`config.mk`:
```
export PLATFORM = sky130hd
export DESIGN_NAME = game_tick_generator_flat
export DESIGN_NICKNAME = d
export VERILOG_FILES = /design/src/rtl/game_tick_generator_pkg.sv /design/src/rtl/game_tick_generator_if.sv /design/src/rtl/game_tick_generator_rise_detect.sv /design/src/rtl/game_tick_generator.sv /design/src/flat_wrapper.sv
export SDC_FILE = /design/constraint.sdc
export NUM_CORES = 1
export LEC_CHECK = 0
export ABC_CLOCK_PERIOD_IN_PS = 2700
export BUFFER_PORTS_ARGS = -buffer_cell sky130_fd_sc_hd__buf_2
export CORE_ASPECT_RATIO = 1.1
export CORE_MARGIN = 3
export CORE_UTILIZATION = 55
export DETAILED_ROUTE_END_ITERATION = 8
export GPL_ROUTABILITY_DRIVEN = 1
export PLACE_DENSITY = 0.8
export SYNTH_ARGS = -nofsm -noshare
export SYNTH_HDL_FRONTEND = slang
export SYNTH_SLANG_ARGS = --single-unit
export TNS_END_PERCENT = 1
```
`constraint.sdc`:
```
create_clock -name clock -period 2.7 [get_ports clock]
set_clock_uncertainty 0.2 [all_clocks]
set_input_delay 0.54 -clock clock [delete_from_list [all_inputs] [get_ports clock]]
set_output_delay 0.54 -clock clock [all_outputs]
set_load 0.005 [all_outputs]
```
`src/rtl/game_tick_generator_pkg.sv`:
```
// Shared types and constants for the game tick generator.
//   tick_state_t : run-control state (IDLE / RUN / PAUSED); 2'd3 is illegal
//                  and recovers to IDLE.
//   SIM_DIV      : divider used when TICK_SIM_FAST_EN is defined.
package tick_pkg;

   typedef enum logic [1:0] {
      IDLE   = 2'd0,
      RUN    = 2'd1,
      PAUSED = 2'd2
   } tick_state_t;

   localparam int unsigned SIM_DIV = 16;

endpackage

```
`src/rtl/game_tick_generator_if.sv`:
```
// Control/status bundle between the button logic, the tick generator and
// the downstream BCD timer / display.
//   start, pause   : synchronised button levels (master drives)
//   tick           : one-cycle enable pulse for the timer (slave drives)
//   running, blink : status for the display (slave drives)
interface game_tick_generator_if;

   logic start;
   logic pause;
   logic tick;
   logic running;
   logic blink;

   modport master (
      output start,
      output pause,
      input  tick,
      input  running,
      input  blink
   );

   modport slave (
      input  start,
      input  pause,
      output tick,
      output running,
      output blink
   );

endinterface

```
`src/rtl/game_tick_generator_rise_detect.sv`:
```
// Rising-edge detector: one flop holding the previous sample plus an AND.
//   clock : clock
//   reset : synchronous active-high reset (clears the previous sample, so a
//           level already high after reset counts as a rising edge)
//   level : synchronised input level
//   rise  : high for the cycle in which level is 1 and was 0 last cycle
module rise_detect (
   input  logic clock,
   input  logic reset,
   input  logic level,
   output logic rise
);

   logic level_q;

   always_ff @(posedge clock) begin
      if (reset) level_q <= 1'b0;
      else       level_q <= level;
   end

   assign rise = level & ~level_q;

endmodule

```
`src/rtl/game_tick_generator.sv`:
```
// Run/pause-controlled rate divider producing the one-cycle game tick.
//   clock : sole clock, all state on posedge
//   reset : synchronous active-high reset
//   bus   : slave side of game_tick_generator_if
//           (start/pause in; tick/running/blink out)
// Parameters: CLK_HZ, TICK_HZ; DIV = CLK_HZ / TICK_HZ (even, >= 4).
// Build option: define TICK_SIM_FAST_EN to force DIV = SIM_DIV (16).
module game_tick_generator
   import tick_pkg::*;
#(
   parameter int unsigned CLK_HZ  = 50_000_000,
   parameter int unsigned TICK_HZ = 1
) (
   input  logic                  clock,
   input  logic                  reset,
   game_tick_generator_if.slave  bus
);

`ifdef TICK_SIM_FAST_EN
   localparam int unsigned DIV = SIM_DIV;
`else
   localparam int unsigned DIV = CLK_HZ / TICK_HZ;
`endif
   localparam int unsigned CW = $clog2(DIV);

   tick_state_t   state_q, state_d;
   logic [CW-1:0] cnt_q, cnt_d;
   logic          tick_q, tick_d;
   logic          start_rise, pause_rise;
   logic          running;

   rise_detect u_start_rise (
      .clock (clock),
      .reset (reset),
      .level (bus.start),
      .rise  (start_rise)
   );

   rise_detect u_pause_rise (
      .clock (clock),
      .reset (reset),
      .level (bus.pause),
      .rise  (pause_rise)
   );

   // State register (counter and registered tick travel with it).
   always_ff @(posedge clock) begin
      if (reset) begin
         state_q <= IDLE;
         cnt_q   <= '0;
         tick_q  <= 1'b0;
      end else begin
         state_q <= state_d;
         cnt_q   <= cnt_d;
         tick_q  <= tick_d;
      end
   end

   // Next-state logic. In RUN a pause edge freezes the count before the
   // wrap check, so a pause on the terminal count swallows that tick and
   // it fires on the first RUN edge after resume.
   always_comb begin
      state_d = state_q;
      cnt_d   = cnt_q;
      tick_d  = 1'b0;
      unique case (state_q)
         IDLE: begin
            cnt_d = '0;
            if (start_rise) state_d = RUN;
         end
         RUN: begin
            if (pause_rise) begin
               state_d = PAUSED;
            end else if (cnt_q == CW'(DIV - 1)) begin
               cnt_d  = '0;
               tick_d = 1'b1;
            end else begin
               cnt_d = cnt_q + CW'(1);
            end
         end
         PAUSED: begin
            if (start_rise) state_d = RUN;
         end
         default: begin
            state_d = IDLE;
            cnt_d   = '0;
         end
      endcase
   end

   // Outputs: from registered state only.
   always_comb begin
      running     = (state_q == RUN);
      bus.running = running;
      bus.blink   = running && (cnt_q < CW'(DIV / 2));
      bus.tick    = tick_q;
   end

endmodule

```
`src/flat_wrapper.sv`:
```
// flat-port wrapper written by rule: the top's interface ports become plain ports
module game_tick_generator_flat import tick_pkg::*;
#(
   parameter int unsigned CLK_HZ  = 50_000_000,
   parameter int unsigned TICK_HZ = 1
)
  (clock, reset, bus_start, bus_pause, bus_tick, bus_running, bus_blink);
  game_tick_generator_if bus_i ();
  input  logic clock;
  input  logic reset;
  input wire logic [$bits(bus_i.start)-1:0] bus_start;
  input wire logic [$bits(bus_i.pause)-1:0] bus_pause;
  output wire logic [$bits(bus_i.tick)-1:0] bus_tick;
  output wire logic [$bits(bus_i.running)-1:0] bus_running;
  output wire logic [$bits(bus_i.blink)-1:0] bus_blink;
  assign bus_i.start = bus_start;
  assign bus_i.pause = bus_pause;
  assign bus_tick = bus_i.tick;
  assign bus_running = bus_i.running;
  assign bus_blink = bus_i.blink;
  game_tick_generator #(.CLK_HZ(CLK_HZ), .TICK_HZ(TICK_HZ)) u_core (.clock(clock), .reset(reset), .bus(bus_i));
endmodule
```
# Word level (Yosys, flattened, before mapping)
# Cells that the tools add are included.
# totals
rom_bits	0
memories	0
register_bits	31
out_inout_bits	3
wordCells	32
latch_bits	0
ramBits	0
# op_classes
shifts	0
add_sub_neg	1
n_reduce_logical	6
n_bitwise	6
mul	0
magnitude_cmp	1
mux	7
n_eq_ne	6
div_mod_pow	0
# op_table
op	n
26-bit two-way mux	2
26-bit case mux with 2 select lines	1
26-bit by 1-bit adder with 26-bit output (second input constant)	1
26-bit == test (second input constant)	1
26-bit by 25-bit less-than comparator with 1-bit output (second input constant)	1
2-bit two-way mux	2
2-bit by 1-bit != test with 1-bit output (second input constant)	2
1-bit inverter	4
2-bit case mux with 2 select lines	1
2-bit AND reduction	2
3-bit OR reduction	1
1-bit AND	2
2-bit by 1-bit == test with 1-bit output (second input constant)	1
2-bit == test (second input constant)	1
2-bit zero test	1
2-bit != test (second input constant)	1
2-bit OR reduction	1
1-bit logical AND	1
1-bit two-way mux	1

# Logic depth before layout (Yosys ltp)
# depth
ltp_word	4
mapped_depth	9
depth_no_buf	6

# By module
# Synthesis repeated with hierarchy kept, for this count alone.
# hier_totals
hier_cells	184
area_unflattened_um2	1637.8
# modules_own_cells
mod	area_per_inst_um2	cells_each	n_inst
game_tick_generator	1542.7	178	1
rise_detect	47.5	3	2

# Worst setup path after synthesis
# Ideal clock, no wire load.
# synth_path
path_type	reg-to-reg
start	register u_core.cnt_q[0]
end	register u_core.cnt_q[15]
required_ps	2383
synth_period_minus_slack_ps	2113
setup_slack_ps	587
stages_incl_launch_ff	8
arrival_ps	1797
n_path_buf	1
setup_ps	117
cell_sequence	dfxtp_1 > ha_1 > nand3_2 > nor4_4 > a21o_1 > buf_4 > o21ai_1 > a22o_1
# synth_via
elab_chain_len	4
word_cells_on_any_way	5
cone_classes	add/sub (1); eq/ne (1); mux (3)
# synth_rtl
element	line_no	source
start: declaration	game_tick_generator.sv:27	logic [CW-1:0] cnt_q, cnt_d;
start signal: assignment	game_tick_generator.sv:54	cnt_q <= cnt_d;
26-bit by 1-bit adder with 26-bit output or 26-bit == test (tied branches)	game_tick_generator.sv:78, game_tick_generator.sv:74	
26-bit two-way mux *	game_tick_generator.sv:74	end else if (cnt_q == CW'(DIV - 1)) begin
26-bit two-way mux *	game_tick_generator.sv:72	if (pause_rise) begin
26-bit case mux with 2 select lines *	game_tick_generator.sv:66	unique case (state_q)
# Every way passes the cells marked *; elsewhere a longest branch is shown, timed or not. The select of a mux whose other input is x is not followed.
# A chain may end at the register's enable or synchronous reset.

# Worst setup path after layout
# layout_path
start	register u_core.cnt_q[9]
end	output bus_blink
# layout_via
elab_chain_len	2
# layout_rtl
element	line_no	source
26-bit by 25-bit less-than comparator with 1-bit output	game_tick_generator.sv:95	bus.blink = running && (cnt_q < CW'(DIV / 2));
1-bit logical AND	game_tick_generator.sv:95	
end: declaration	flat_wrapper.sv:15	output wire logic [$bits(bus_i.blink)-1:0] bus_blink;
# Every way passes these cells.

==> flow_metrics.py <==
metrics = {
    "setup_path": {
        "cp_cell_sequence": "nor4_4 > a21oi_1 > o21ai_0 > a21oi_1 > a2111oi_2 > buf_2",
        "cp_top_family": "compound AO/OA/AOI/OAI gates",
        "critPathArrivalTime_ns": 1.77,
        "cp-end-kind": "output port",
        "cp.required_ns": 1.96,
        "crit_fanout": 6,
        "critPathSlowestCell": "dfxtp_1",
        "setup.worst_path.start_class": "register",
        "max_stage_delay_ns": 0.39,
        "crit_buf_inv": 1,
        "crit_path_frequent_cell": "a21oi_1",
        "path_class": "reg2out",
    },
    "grt": {
        "track_usage_pct": 22.2,
        "grt_pass1_vias": 1505,
        "grt_first_pass_wirelength_mm": 6.53,
        "grt_max_degree": 18,
        "antenna_found_initial": 0,
        "grt_remaining_overflow": 0,
    },
    "clocking": {
        "root_buffer": "clkbuf_4",
        "ctsHoldBuffers": 0,
        "path_clk_slew_ns": 0.09,
        "cts_sinks": 31,
        "cts_buffers": 5,
        "cts_tree": "built",
        "cts-htree-levels": 2,
        "clock_latency_ns": 0.33,
        "cts_buffer_depth": 2,
    },
    "finish": {
        "num-fill-cells": 263,
        "antenna_cells": 0,
        "finalNetCount": 221,
        "stdcell_count": 250,
        "multi_input_area_sq_um": 992,
        "syn_to_final_growth_pct": 8.58,
        "regArea_sq_um": 621,
        "drive_above_1_share_pct": 11.5,
    },
    "placed_design": {
        "dp_hpwl_mm": 2.90,
        "place.gp.congestion": 0.888,
        "port_buffers": 6,
        "dpl_worst_slack_ns": 0.338,
        "dp_cells": 242,
    },
    "sta": {
        "drv_slew": 0,
        "fin_tns_setup_ns": 0,
        "fmax_mhz": 398,
        "period_minus_slack_ns": 2.51,
        "tightest_slew_ns": 0.615,
        "hold_viol_final": 0,
        "finalCritPeriodShare_pct": 93.0,
        "finalSetupViolCount": 0,
        "finalWorstSetupSlack_ns": 0.190,
        "relSlewSlack_pct": 58.6,
        "rsz0062_at_grt": "false",
        "holdWs_ns": 0.243,
    },
    "synthesis": {
        "synth.avg_cell_area_sq_um": 8.06,
        "ys_ff_latch": 31,
        "yosysSeqAreaShare_pct": 37.0,
        "yosysUniqueCellTypes": 43,
        "synth_compound_area_share_pct": 23.5,
        "synth_top_family_by_area": "simple AND/OR/NAND/NOR gates",
        "synth_fa_ha_area_share_pct": 0.746,
        "synthesis.area_sq_um": 1680,
        "synthCells": 208,
        "synthSimpleGateAreaFrac_pct": 31.3,
        "ys_warn_count": 0,
        "synthMuxAreaShare_pct": 1.79,
        "syn_nets": 213,
        "yosys.area_share.xor_xnor_pct": 0.522,
    },
    "power": {
        "power.density_nw_per_um2": 462,
        "ir_worst_vdd_mv": 0.389,
        "leakagePower_uw": 0.000665,
    },
    "route": {
        "via_per_inst": 6.69,
        "wl_per_cell_um": 15.9,
        "dr.pass1.iters": 5,
        "vias": 1672,
        "drtIter0Drc": 102,
        "ant_nets": 0,
        "totalWireLength_mm": 3.98,
        "drc": 0,
    },
    "die": {
        "initial_core_util_pct": 59.3,
        "dieHeight_um": 63.9,
        "die-area_sq_um": 3750,
        "core_region_area_sq_um": 2830,
        "rows": 20,
        "die_w_um": 58.6,
        "io_pins": 7,
    },
    "job": {
        "maxCapViolCount": 0,
    },
    "worst_hold_path": {
        "hold_path_class": "in2reg",
    },
    "status": {
        "status": "finished clean",
    },
}
==> metrics by stage <==
| step | power (uW) | util [%] | area [sq um] |
|---|---|---|---|
| final | 842 | 64.4 | 1820 |
| after CTS | 845 | 63.8 | 1810 |
| after global placement | 541 | 61.2 | 1730 |
| after floorplan | 525 | - | 1680 |
| after global routing | 876 | 64.4 | 1820 |
| after detailed placement | 544 | 61.2 | 1730 |
==> placed cells by master (no fill, tap or decap), types with 2 or more instances in the layout <==
master	count
a211oi_1	2
a21o_1	8
a21oi_1	22
a22o_1	2
a31oi_1	9
and2_1	2
and3_1	6
and4_1	5
buf_2	6
buf_4	5
clkbuf_4	5
clkbuf_8	2
dfxtp_1	31
inv_1	7
mux2i_1	3
nand2_1	16
nand2b_1	5
nand3_1	12
nand4_1	8
nand4b_1	3
nor2_1	13
nor2b_1	3
nor3_1	4
nor4_1	2
nor4_4	2
o21ai_0	11
o21ai_1	2
or3_1	5
==> report_power, final <==
| group | switching [uW] | leakage [uW] | internal (uW) | total (uW) |
|---|---|---|---|---|
| logic | 44.7 | 0.000376 | 25.3 | 70.0 |
| registers | 3.64 | 0.000251 | 462 | 465 |
| clock network | 153 | 0.0000386 | 153 | 306 |
==> metal layers <==
| layer | global-route usage (%) | up-vias | routed length (um) | share of wire (%) |
|---|---|---|---|---|
| li1 | - | 799 | - | - |
| met1 | 26.3 | 785 | 1630 | 41 |
| met2 | 38.5 | 77 | 1960 | 49 |
| met3 | 5.66 | 11 | 311 | 7.8 |
| met4 | 7.37 | 0 | 76 | 1.9 |
| met5 | 0 | - | 0 | 0 |
==> kinds of logic after synthesis <==
family / Yosys count
XOR/XNOR: 1
buffers and inverters: 18
adder cells (fa/ha/maj): 1
multiplexers: 3
flip-flops: 31
AND/OR/NAND/NOR: 91
AO/OA/AOI/OAI: 63
==> final cells by class <==
class	count	share of cell area, %
repair buffers	11	3.71
inverters	8	1.65
well taps	33	2.27
flip-flops and latches	31	34.1
clock buffers	8	3.78
multi-input cells	159	54.5
==> what timing repair did <==
action | CTS | global route
buffers inserted | 0 | 0
pin swaps | 0 | 0
gates resized for setup | 1 | 3
setup endpoints to repair | 1 | 1
==> registers in the layout, summed over array words and instances, names as in the netlist <==
| register | count |
|---|---|
| u_core.state_q | 2 |
| u_core.u_start_rise.level_q | 1 |
| u_core.cnt_q | 26 |
| u_core.bus.tick | 1 |
| u_core.u_pause_rise.level_q | 1 |
==> path summary, 6_finish.rpt <==
kind | from | to | slack (ns) | cells past startpoint
setup / recovery | u_core.cnt_q[9] | bus_blink | 0.19 | 6
hold / removal | bus_pause | u_core.u_pause_rise.level_q | 0.24 | 2
setup reg to reg | u_core.cnt_q[0] | u_core.cnt_q[9] | 0.37 | 6
hold reg to reg | u_core.cnt_q[20] | u_core.cnt_q[20] | 0.31 | 2
==> cell usage after synthesis, drive strengths merged <==
master    n  area, sq um
nor2b     3         18.8
and4      5         43.8
buf       7         43.8
nor4      4         40.0
a32o      1         10.0
or4b      1         10.0
nand2b    5         31.3
or4       1         7.51
a21o      8         60.1
and3      6         37.5
nand4b    3         26.3
a41oi     1         8.76
and2      2         12.5
a31oi     9         56.3
or3       5         31.3
clkbuf    3         11.3
a21oi    24          135
ha        1         12.5
nand3    13         70.1
dfxtp    31          621
mux2i     3         30.0
nor3      4         20.0
nand3b    1         7.51
nor4bb    1         10.0
nor2     13         48.8
o21ai    13         65.1
o311ai    1         8.76
xor2      1         8.76
a221oi    1         8.76
inv       8         30.0
a2111oi   1         8.76
a211oi    2         15.0
nand2    16         60.1
a22o      2         17.5
nand4     8         50.1
==> worst register-to-register path, delay by kind of cell (launching register included) <==
kind / cells / cell delay, ns
AOI/OAI and AO/OA: 3 / 0.76
adders and majority gates: 1 / 0.26
DFF: 1 / 0.41
and+or+nand+nor: 2 / 0.59
(Power assumes the default switching activity.)
